**src/rtl/row_clear_if.sv**
```systemverilog
// row_clear_if: controller/display bundle for row_clear_sequencer; score exists only with ROW_CLEAR_SCORE_EN.
interface row_clear_if #(
  parameter int COLS  = 10,
  parameter int ROWS  = 20,
  parameter int CNT_W = 5
);
  logic                 start;
  logic                 frame_tick;
  logic                 busy;
  logic                 done;
  logic [ROWS*COLS-1:0] board_in;
  logic [ROWS*COLS-1:0] board_out;
  logic [ROWS*COLS-1:0] flash;
  logic [CNT_W-1:0]     lines_cleared;
`ifdef ROW_CLEAR_SCORE_EN
  logic [15:0]          score;
  modport master (output start, board_in, frame_tick,
                  input  busy, done, board_out, flash, lines_cleared, score);
  modport slave  (input  start, board_in, frame_tick,
                  output busy, done, board_out, flash, lines_cleared, score);
`else
  modport master (output start, board_in, frame_tick,
                  input  busy, done, board_out, flash, lines_cleared);
  modport slave  (input  start, board_in, frame_tick,
                  output busy, done, board_out, flash, lines_cleared);
`endif
endinterface

```
**src/rtl/row_clear_sequencer.sv**
```systemverilog
// row_clear_sequencer: detects full rows, blinks them, collapses the board; ROW_CLEAR_SCORE_EN adds a score accumulator.
module row_clear_sequencer #(
  parameter int COLS          = 10,
  parameter int ROWS          = 20,
  parameter int FLASH_FRAMES  = 8,
  parameter int FLASH_TOGGLES = 6,
  parameter int CNT_W         = 5
) (
  input logic     clk,
  input logic     clrn,
  row_clear_if.slave bus
);
  localparam int FW = $clog2(FLASH_FRAMES) + 1;
  localparam int PW = $clog2(FLASH_TOGGLES) + 1;
  localparam logic [FW-1:0] F_LAST = FW'(FLASH_FRAMES - 1);
  localparam logic [PW-1:0] P_LAST = PW'(FLASH_TOGGLES - 1);
  typedef enum logic [2:0] {IDLE, SCAN, FLASH, COLLAPSE, DONE} state_t;
  state_t               state, state_n;
  logic [ROWS*COLS-1:0] board_q, board_n, board_sh, row_flash;
  logic [ROWS-1:0]      mask_q, mask_n, mask_sh, full;
  logic [FW-1:0]        fcnt, fcnt_n;
  logic [PW-1:0]        phase, phase_n;
  logic [CNT_W-1:0]     lines_q, lines_n, pop;
  int                   k;
  always_ff @(posedge clk) begin
    if (!clrn) begin
      state   <= IDLE;
      board_q <= '0;
      mask_q  <= '0;
      fcnt    <= '0;
      phase   <= '0;
      lines_q <= '0;
    end else begin
      state   <= state_n;
      board_q <= board_n;
      mask_q  <= mask_n;
      fcnt    <= fcnt_n;
      phase   <= phase_n;
      lines_q <= lines_n;
    end
  end
  // k is the lowest full row on screen; everything from row 0 down to k drops by one
  always_comb begin
    full      = '0;
    pop       = '0;
    k         = 0;
    row_flash = '0;
    for (int r = 0; r < ROWS; r++) begin
      full[r] = &board_q[r*COLS +: COLS];
      pop     = pop + CNT_W'(full[r]);
      row_flash[r*COLS +: COLS] = {COLS{mask_q[r]}};
      if (mask_q[r]) k = r;
    end
    board_sh          = board_q;
    mask_sh           = mask_q;
    board_sh[COLS-1:0] = '0;
    mask_sh[0]        = 1'b0;
    for (int r = 1; r < ROWS; r++) begin
      board_sh[r*COLS +: COLS] = r > k ? board_q[r*COLS +: COLS] : board_q[(r-1)*COLS +: COLS];
      mask_sh[r]               = r > k ? mask_q[r] : mask_q[r-1];
    end
  end
  always_comb begin
    state_n = state;
    board_n = board_q;
    mask_n  = mask_q;
    fcnt_n  = fcnt;
    phase_n = phase;
    lines_n = lines_q;
    unique case (state)
      IDLE: if (bus.start) begin
        state_n = SCAN;
        board_n = bus.board_in;
        lines_n = '0;
      end
      SCAN: begin
        mask_n  = full;
        fcnt_n  = '0;
        phase_n = '0;
        state_n = full == '0 ? DONE : FLASH;
        lines_n = full == '0 ? lines_q : pop;
      end
      FLASH: if (bus.frame_tick) begin
        fcnt_n  = fcnt == F_LAST ? '0 : fcnt + 1'b1;
        phase_n = fcnt == F_LAST && phase != P_LAST ? phase + 1'b1 : phase;
        state_n = fcnt == F_LAST && phase == P_LAST ? COLLAPSE : FLASH;
      end
      COLLAPSE: begin
        board_n = board_sh;
        mask_n  = mask_sh;
        state_n = mask_sh == '0 ? DONE : COLLAPSE;
      end
      DONE:    state_n = IDLE;
      default: state_n = IDLE;
    endcase
  end
  assign bus.busy          = state == SCAN || state == FLASH || state == COLLAPSE;
  assign bus.done          = state == DONE;
  assign bus.board_out     = board_q;
  assign bus.lines_cleared = lines_q;
  assign bus.flash         = state == FLASH && !phase[0] ? row_flash : '0;
`ifdef ROW_CLEAR_SCORE_EN
  logic [15:0] score;
  logic [3:0]  add;
  logic [16:0] sum;
  always_comb begin
    add = lines_q == CNT_W'(1) ? 4'd1 : lines_q == CNT_W'(2) ? 4'd3 :
          lines_q == CNT_W'(3) ? 4'd5 : lines_q >= CNT_W'(4) ? 4'd8 : 4'd0;
    sum = {1'b0, score} + {13'd0, add};
  end
  always_ff @(posedge clk) begin
    if (!clrn) score <= '0;
    else if (state == DONE) score <= sum[16] ? 16'hFFFF : sum[15:0];
  end
  assign bus.score = score;
`endif
endmodule

```
**src/flat_wrapper.sv**
```systemverilog
// flat-port wrapper written by rule: the top's interface ports become plain ports
module row_clear_sequencer_flat 
#(
  parameter int COLS          = 10,
  parameter int ROWS          = 20,
  parameter int FLASH_FRAMES  = 8,
  parameter int FLASH_TOGGLES = 6,
  parameter int CNT_W         = 5
)
  (clk, clrn, bus_start, bus_board_in, bus_frame_tick, bus_busy, bus_done, bus_board_out, bus_flash, bus_lines_cleared);
  row_clear_if #(.COLS(COLS), .ROWS(ROWS), .CNT_W(CNT_W)) bus_i ();
  input logic clk;
  input logic clrn;
  input wire logic [$bits(bus_i.start)-1:0] bus_start;
  input wire logic [$bits(bus_i.board_in)-1:0] bus_board_in;
  input wire logic [$bits(bus_i.frame_tick)-1:0] bus_frame_tick;
  output wire logic [$bits(bus_i.busy)-1:0] bus_busy;
  output wire logic [$bits(bus_i.done)-1:0] bus_done;
  output wire logic [$bits(bus_i.board_out)-1:0] bus_board_out;
  output wire logic [$bits(bus_i.flash)-1:0] bus_flash;
  output wire logic [$bits(bus_i.lines_cleared)-1:0] bus_lines_cleared;
  assign bus_i.start = bus_start;
  assign bus_i.board_in = bus_board_in;
  assign bus_i.frame_tick = bus_frame_tick;
  assign bus_busy = bus_i.busy;
  assign bus_done = bus_i.done;
  assign bus_board_out = bus_i.board_out;
  assign bus_flash = bus_i.flash;
  assign bus_lines_cleared = bus_i.lines_cleared;
  row_clear_sequencer #(.COLS(COLS), .ROWS(ROWS), .FLASH_FRAMES(FLASH_FRAMES), .FLASH_TOGGLES(FLASH_TOGGLES), .CNT_W(CNT_W)) u_core (.clk(clk), .clrn(clrn), .bus(bus_i));
endmodule
```
**config.mk**
```make
export PLATFORM = sky130hd
export DESIGN_NAME = row_clear_sequencer_flat
export DESIGN_NICKNAME = d
export VERILOG_FILES = /design/src/rtl/row_clear_if.sv /design/src/rtl/row_clear_sequencer.sv /design/src/flat_wrapper.sv
export SDC_FILE = /design/constraint.sdc
export NUM_CORES = 1
export LEC_CHECK = 0
export CAP_MARGIN = 20
export CORE_AREA = 4 4 238 240
export DETAILED_ROUTE_END_ITERATION = 16
export DIE_AREA = 0 0 242 244
export PLACE_DENSITY = 0.55
export SYNTH_ARGS = -nofsm -noshare
export SYNTH_HDL_FRONTEND = slang
export SYNTH_SLANG_ARGS = --single-unit
```
**constraint.sdc**
```tcl
create_clock -name clk -period 5.6 [get_ports clk]
set_input_delay 0.84 -clock clk [delete_from_list [all_inputs] [get_ports clk]]
set_output_delay 0.84 -clock clk [all_outputs]
set_load 0.005 [all_outputs]
```
Word level (Yosys, flattened, before mapping) --
Index checks and enable logic that the tools add are counted. W data, S select, Z words.
Storage, ports and cells: register bits after elaboration 236, input bits 204, output and inout bits 407
Cells by class: add/sub/neg operators 21, magnitude comparators 19, eq/ne operators 30, mux-type cells 76, reduce and logical (&&, ||, !) cells 57
Operator list (number):
- $mux W200 | 2
- $pmux W200 S2 | 1
- $reduce_and A10 Y1 | 20
- $mux W10 | 19
- $add A5 B1 Y5 | 18
- $reduce_and A3 Y1 | 21
- $mux W4 | 12
- $ne A2 B2 Y1 const B | 22
- $gt A4 B5 Y1 const A | 8
- $logic_not A20 Y1 | 2
- $pmux W20 S2 | 1
- $mux W5 | 6
- $mux W3 | 8
- $mux W1 | 21
- $gt A3 B5 Y1 const A | 4
- $gt A5 B5 Y1 const A | 4
- $pmux W4 S2 | 2
- $pmux W3 S4 | 1
- $gt A2 B5 Y1 const A | 2
- $pmux W5 S2 | 1
- $add A4 B1 Y4 const B | 2
- $eq A4 B3 Y1 const B | 2
- $reduce_bool A2 Y1 | 4
- $eq A3 B2 Y1 const B | 2
- other kinds (12) | 18

Logic depth before layout (Yosys ltp) --
depth in word-level cells 24, gate-level depth with buffers 17

Worst setup path after synthesis --
OpenSTA, ideal clock, no wires.
path type register -> register, start point register u_core.board_q[6] (netlist: u_core.bus.board_out[6]), end point register u_core.lines_q[1] (netlist: u_core.bus.lines_cleared[1]), library setup time 72 ps, arrival 4662 ps, required time 5528 ps, slack 866 ps, stages on the path, launching flop included 14, period minus slack after synthesis 4734 ps, cells stage by stage dfxtp_1 > nand4_1 > nor3_1 > ha_1 > inv_1 > fa_1 > fa_1 > fa_1 > fa_1 > fa_1 > fa_1 > fa_1 > or3_1 > mux2i_1
On the way: longest elaborated chain between the ends 22, elaborated cells on any way between the ends 25
RTL lines:
- from (decl) | RTL line row_clear_sequencer.sv:19 | logic [ROWS*COLS-1:0] board_q, board_n, board_sh, row_flash;
- from (signal assigned) | RTL line row_clear_sequencer.sv:35 | board_q <= board_n;
- $reduce_and A10 Y1 * | RTL line row_clear_sequencer.sv:49 | full[r] = &board_q[r*COLS +: COLS];
- $add A1 B1 Y2 | RTL line row_clear_sequencer.sv:50 | pop = pop + CNT_W'(full[r]);
- $add A5 B1 Y5 (18 in series) | RTL line row_clear_sequencer.sv:50
- $mux W5 | RTL line row_clear_sequencer.sv:81 | lines_n = full == '0 ? lines_q : pop;
- $pmux W5 S2 | RTL line row_clear_sequencer.sv:70 | unique case (state)
- to (signal assigned) | RTL line row_clear_sequencer.sv:39 | lines_q <= lines_n;
- to (decl) | RTL line row_clear_sequencer.sv:23 | logic [CNT_W-1:0] lines_q, lines_n, pop;
Every way passes the cells marked *; elsewhere a longest branch is shown, timed or not. The select of a mux whose other input is x is not followed. A chain may end at the register's enable or synchronous reset.

Worst setup path after layout --
start point register u_core.board_q[67] (netlist: u_core.bus.board_out[67]), end point register u_core.lines_q[1] (netlist: u_core.bus.lines_cleared[1])
On the way: longest elaborated chain between the ends 17, elaborated cells on any way between the ends 20
RTL lines (RTL line):
- $reduce_and A10 Y1 * | row_clear_sequencer.sv:49
- $add A5 B1 Y5 (14 in series) | row_clear_sequencer.sv:50
- $mux W5 | row_clear_sequencer.sv:81
- $pmux W5 S2 | row_clear_sequencer.sv:70
Marked as above.

==> impl_results.md <==
- Share of cells above drive strength 1: 0.0510
- P&R area growth vs syn: 48.0%
- Final HPWL DP: 51.8 mm
- Fmax: 192 MHz
- Wirelength, routed: 66.0 mm
- CP dominant cell by count: fa_1
- Grt total ovfl: 0
- Routability cong.: 0.938
- IO Port Bufs: 610
- Initial drt markers: 888
- Most instantiated library cell after synthesis: nand2_1
- Main synth FF type: dfxtp_1
- Min Hold Slack: 0.472 ns
- Hold Vio Cnt, Final: 0
- Worst-Skew Late Latency: 0.57 ns
- Post-synth EDFFs: 0
- CTS sink cnt: 236
- DR vias/cell: 5.03
- Crit path max-delay cell type: fa_1
- CP Class: flip-flop to flip-flop
- CP max FO: 4
- DRT Pass-1 Iters: 5
- Area of the core: 54700 um^2
- Critical path cell sequence: nand4_1, nor3_1, inv_1, fa_1, fa_1, fa_1, fa_1, fa_1, fa_1, fa_1, or3_1, mux2i_1
- Leakage dissipation: 7.40 nW
- Starting Density: 0.247
- Setup TNS: 0 ns
- Unique masters post-synth: 63
- Vias: 14388
- Max-slew violation count: 0
- Yosys warnings: 0
- Overall routing resource usage: 0.209
- P_sw: 2.02 mW
- Avg WL per Cell: 23.1 um
- Final Core Density: 0.365
- WL met3: 5.97 mm
- Largest cells by area after synthesis: dfxtp_1 35%, a311oi_1 11%, nand2_1 11%, buf_4 10%, nor2_1 5.9%
- FP Rows: 86
- Power density cells: 299 nW/um^2
- Worst Skew: 0.0162 ns
- Worst slew margin: 0.280
- CP startpoint kind: flip-flop
- Hold bufs inserted after CTS: 0
- Synth area leader: dfxtp_1
- Root buffer cell: clkbuf_16
- Final critical-path share of the clock period: 0.932
- Max Cap Viol: 0
- Gate Count Post-Synth: 1768
- Clock-pin slew on the worst setup and hold paths: 0.06 ns
- Fin nets: 2362
- Reg power frac: 0.378
- Resized cells post-CTS: 0
- Final setup fails: 0
- Largest net degree at the start of global routing: 179
- Setup Buffers After CTS: 0
- Post-synthesis sequential area ratio: 0.350
- CP peak stage delay: 0.62 ns
- Asr flop ratio synth: 0
- Critical Path Sink Type: flip-flop
- DRC viols: 0
- Worst slew pin tran: 1.08 ns
- Met1 WL: 26.1 mm
- Status: completed
- Int Pwr: 3.93 mW
- Syn_nets: 1997
- DIE WIDTH: 242 um
- CTS H-tree lvls: 1
- RSZ-0062 raised after global routing: false
- Die Height: 244 um
- Global-route wire length before repair: 95.4 mm
- Synth Cell Area: 13500 um^2
- Avg Inst Size Synth: 7.62 um^2
- Placed cells: 2805
- Hold WC Path Type: flip-flop to flip-flop
- Die area: 59000 um^2
- Highest metal used: met5
- Worst EP required: 6.09 ns
- Tmin final: 5.22 ns
- Combinational share of power: 0.297
- Fin cells: 2863
- Io pins: 611
- Vias in the first global route: 14110
- DRT antenna net count: 0
- Most frequent cells after synthesis: 409 x nand2_1, 236 x dfxtp_1, 213 x nor2_1
- Worst VDD drop: 198 uV
- R2R Setup Slk: 0.38 ns
- Sw Share: 0.340
- Flop and latch count out of synthesis: 236
- TritonCTS buffer count: 29
- CTS tree: built
- Max clock buf depth: 3
- Metal2 WL: 32.2 mm
- Post-synth top area share: 0.350
- Initial antenna violation count: 10
- Worst EP arrival: 5.71 ns
- Clock Power Share: 0.326
[path summary, 6_finish.rpt]
kind,startpoint,end,cells past startpoint
setup / recovery,u_core.bus.board_out[67]$_SDFFE_PN0P_,u_core.bus.lines_cleared[1]$_SDFFE_PN0P_,12
setup reg to reg,u_core.bus.board_out[67]$_SDFFE_PN0P_,u_core.bus.lines_cleared[1]$_SDFFE_PN0P_,12
hold reg to reg,u_core.bus.lines_cleared[4]$_SDFFE_PN0P_,u_core.bus.lines_cleared[4]$_SDFFE_PN0P_,2
hold / removal,u_core.bus.lines_cleared[4]$_SDFFE_PN0P_,u_core.bus.lines_cleared[4]$_SDFFE_PN0P_,2
[cells in the final DEF, fill, tap and decap left out, types with 19 or more instances in the layout]
master and n:
clkdlybuf4s50_1 609, nand2_1 409, dfxtp_1 236, nor2_1 212
a311oi_1 176, nor3_1 45, nand4_1 42, buf_4 38
inv_1 35, o21ai_0 35, a21oi_1 29, mux2i_1 29
clkbuf_16 29, o311a_1 21, and2_1 19
[power by group through the flow]
stage | sequential (mW) | combinational, mW | clock (mW)
after floorplan | 2.17 | 0.811 | 0
after global placement | 2.26 | 1.78 | 0
after detailed placement | 2.28 | 1.76 | 0
after CTS | 2.24 | 1.78 | 1.98
after global routing | 2.29 | 1.91 | 2.04
final | 2.25 | 1.77 | 1.94
[registers in the layout, indices dropped and copies added, names as in the netlist]
signal	count
u_core.mask_q	20
u_core.fcnt	4
u_core.bus.board_out	200
u_core.phase	4
u_core.state	3
u_core.bus.lines_cleared	5
[logic make-up after synthesis]
family | Yosys count | synth area share
DFF | 236 | 0.350
and+or+nand+nor | 788 | 0.249
AOI/OAI and AO/OA | 330 | 0.193
buffers and inverters | 353 | 0.150
adders and majority gates | 26 | 0.0312
muxes | 31 | 0.0232
xor gates and xnor gates | 4 | 0.00260
[area by class of cell]
type                            count  area (um^2)
Fill cell                        5617        34700
Multi-Input combinational cell   1179         6780
Timing Repair Buffer              651         6420
Sequential cell                   236         4720
Clock buffer                       45          906
Tap cell                          704          881
Inverter                           36          140
Clock inverter                      8         82.6
Antenna cell                        4         10.0
[worst max-delay path: cells and delay by family, from the launching register on]
kind / cells / cell delay (ns)
fa+ha+maj: 7 / 3.34
buf+inv: 1 / 0.22
flops: 1 / 0.38
mux: 1 / 0.13
simple gates: 3 / 1.07
[through the flow]
stage / cell area (um^2) / power [mW] / setup WS (ns)
floorplan: 13500 / 2.98 / 0.866
global placement: 18900 / 4.04 / 0.521
detailed placement: 18900 / 4.04 / 0.449
CTS: 19900 / 6.00 / 0.451
global route: 19900 / 6.24 / 0.200
finish: 19900 / 5.95 / 0.383
[layer usage]
layer / up-vias / GRT usage
li1: 6771 / -
met1: 6840 / 0.247
met2: 671 / 0.369
met3: 94 / 0.0655
met4: 12 / 0.0560
met5: - / 0
Note: power is estimated with default switching activity, not from simulation.
==> edit: new RTL, same settings <==
Re-encode `state_t` (5 states) as Gray code, 3 bits wide.
--- a/src/rtl/row_clear_sequencer.sv
+++ b/src/rtl/row_clear_sequencer.sv
@@ -14,7 +14,7 @@
   localparam int PW = $clog2(FLASH_TOGGLES) + 1;
   localparam logic [FW-1:0] F_LAST = FW'(FLASH_FRAMES - 1);
   localparam logic [PW-1:0] P_LAST = PW'(FLASH_TOGGLES - 1);
-  typedef enum logic [2:0] {IDLE, SCAN, FLASH, COLLAPSE, DONE} state_t;
+  typedef enum logic [2:0] {IDLE = 3'b000, SCAN = 3'b001, FLASH = 3'b011, COLLAPSE = 3'b010, DONE = 3'b110} state_t;
   state_t               state, state_n;
   logic [ROWS*COLS-1:0] board_q, board_n, board_sh, row_flash;
   logic [ROWS-1:0]      mask_q, mask_n, mask_sh, full;
Check against the original RTL: no difference found for any inputs over 4 cycles, from zero or initial values; so few cycles prove little.
==> edit against the unedited design <==
Sequential cell count unchanged. Non-clock buffer count up 5. Setup slack worse by 71 ps. Worst hold slack worse by 8.7 ps. Power up 5.5%. Routed wire length down 1.3%. Largest power group unchanged. Global-route usage down 0.30 points. Synthesized area up 1.6%. Cell area up 1.5%. Critical path type unchanged.
==> edit: results (changes against the unedited design) <==
* N_diodes at 8 (was 4)
* GRT met1 Usage at 24.6% (was 24.7%)
* Initial DRC Count at 990 (was 888)
* Min Hold Slack at 464 ps (was 472 ps)
* RR Endpoint: u_core.bus.lines_cleared[2]$_SDFFE_PN0P_ (was u_core.bus.lines_cleared[1]$_SDFFE_PN0P_)
* Met3 WL at 6210 um (was 5970 um)
* Clk tree area frac at 4.80% (was 4.96%)
* Syn_nets at 1970 (was 1997)
* List of most frequent post-synthesis cells: nand2_1 (358), dfxtp_1 (236), buf_4 (180) (was nand2_1 (409), dfxtp_1 (236), nor2_1 (213))
* Via density at 5.02 (was 5.03)
* Post-synthesis mux area share at 0.146% (was 2.32%)
* Metal2 WL at 30900 um (was 32200 um)
* First-pass GRT wire length at 93900 um (was 95400 um)
* Metal-1 WL at 26000 um (was 26100 um)
* Multi-input gate share of total cell area at 34.2% (was 34.0%)
* Synth Area in Compound Gates at 20.9% (was 19.3%)
* Seq/total area at 23.3% (was 23.7%)
* VDD IR max at 237 uV (was 198 uV)
* Max-slew headroom at 21.2% (was 28.0%)
* Leak at 8.52 nW (was 7.40 nW)
* Number of clock buffers in the layout at 40 (was 45)
* Critical path arrival at 5800 ps (was 5710 ps)
* Layout cell share with drive strength beyond 1 at 6.29% (was 5.10%)
* P_int at 4.08 mW (was 3.93 mW)
* Skew final at 11.7 ps (was 16.2 ps)
* Dpl cells at 2793 (was 2805)
* Met2 Usage GRT at 34.5% (was 36.9%)
* Comb_multi_in at 1137 (was 1179)
* Hold path start: u_core.bus.lines_cleared[3]$_SDFFE_PN0P_ (was u_core.bus.lines_cleared[4]$_SDFFE_PN0P_)
* R2R setup slack at 310 ps (was 380 ps)
* Nets@finish at 2353 (was 2362)
* Root buf cell: clkbuf_16 (unchanged)
* WL per Instance at 22.8 um (was 23.1 um)
* Crit path from: u_core.bus.board_out[6]$_SDFFE_PN0P_ (was u_core.bus.board_out[67]$_SDFFE_PN0P_)
* GRT Overall Usage at 20.6% (was 20.9%)
* Inverters excl. clock at 64 (was 36)
* Minimum clock period at 5290 ps (was 5220 ps)
* Status: complete, no violations (unchanged)
* Unique masters post-synth at 65 (was 63)
* GPL Wtd Cong at 0.939 (was 0.938)
* Top cells by area, synth: dfxtp_1 (35%), buf_4 (9.9%), nand2_1 (9.8%) (was dfxtp_1 (35%), a311oi_1 (11%), nand2_1 (11%))
* Buffer share of cell area at 32.0% (was 32.2%)
* Seq_cells at 236 (unchanged)
* Area of the multi-input gates at 6930 um2 (was 6780 um2)
* Crit path capture: u_core.bus.lines_cleared[2]$_SDFFE_PN0P_ (was u_core.bus.lines_cleared[1]$_SDFFE_PN0P_)
* Initial antenna violation count at 13 (was 10)
* Largest net degree at the start of global routing at 169 (was 179)
* Adder-cell area share of the yosys netlist at 3.07% (was 3.12%)
* Syn Inst Count at 1741 (was 1768)
* Post-synthesis sequential area ratio at 34.5% (was 35.0%)
* Vias at 14.4k (about the same)
==> edit: changes by cell type in the layout (fill, tap and decap cells not counted), moves of 25 or more <==
| cell | unedited run | this run |
|---|---|---|
| nor3_1 | 45 | 20 |
| nand3_1 | 4 | 153 |
| a311oi_1 | 176 | 8 |
| o211a_1 | 4 | 133 |
| nor2_1 | 212 | 77 |
| nand2_1 | 409 | 358 |
| mux2i_1 | 29 | 2 |
| inv_1 | 35 | 61 |
| nor2b_1 | 7 | 34 |
==> edit: power by group through the flow <==
stage / sequential (mW) / combinational [mW] / clock (mW)
2_1_floorplan: 2.27 / 0.850 / 0
3_3_place_gp: 2.32 / 2.04 / 0
3_5_place_dp: 2.34 / 2.02 / 0
4_1_cts: 2.31 / 2.04 / 1.98
5_1_grt: 2.36 / 2.18 / 2.04
6_report: 2.32 / 2.03 / 1.93
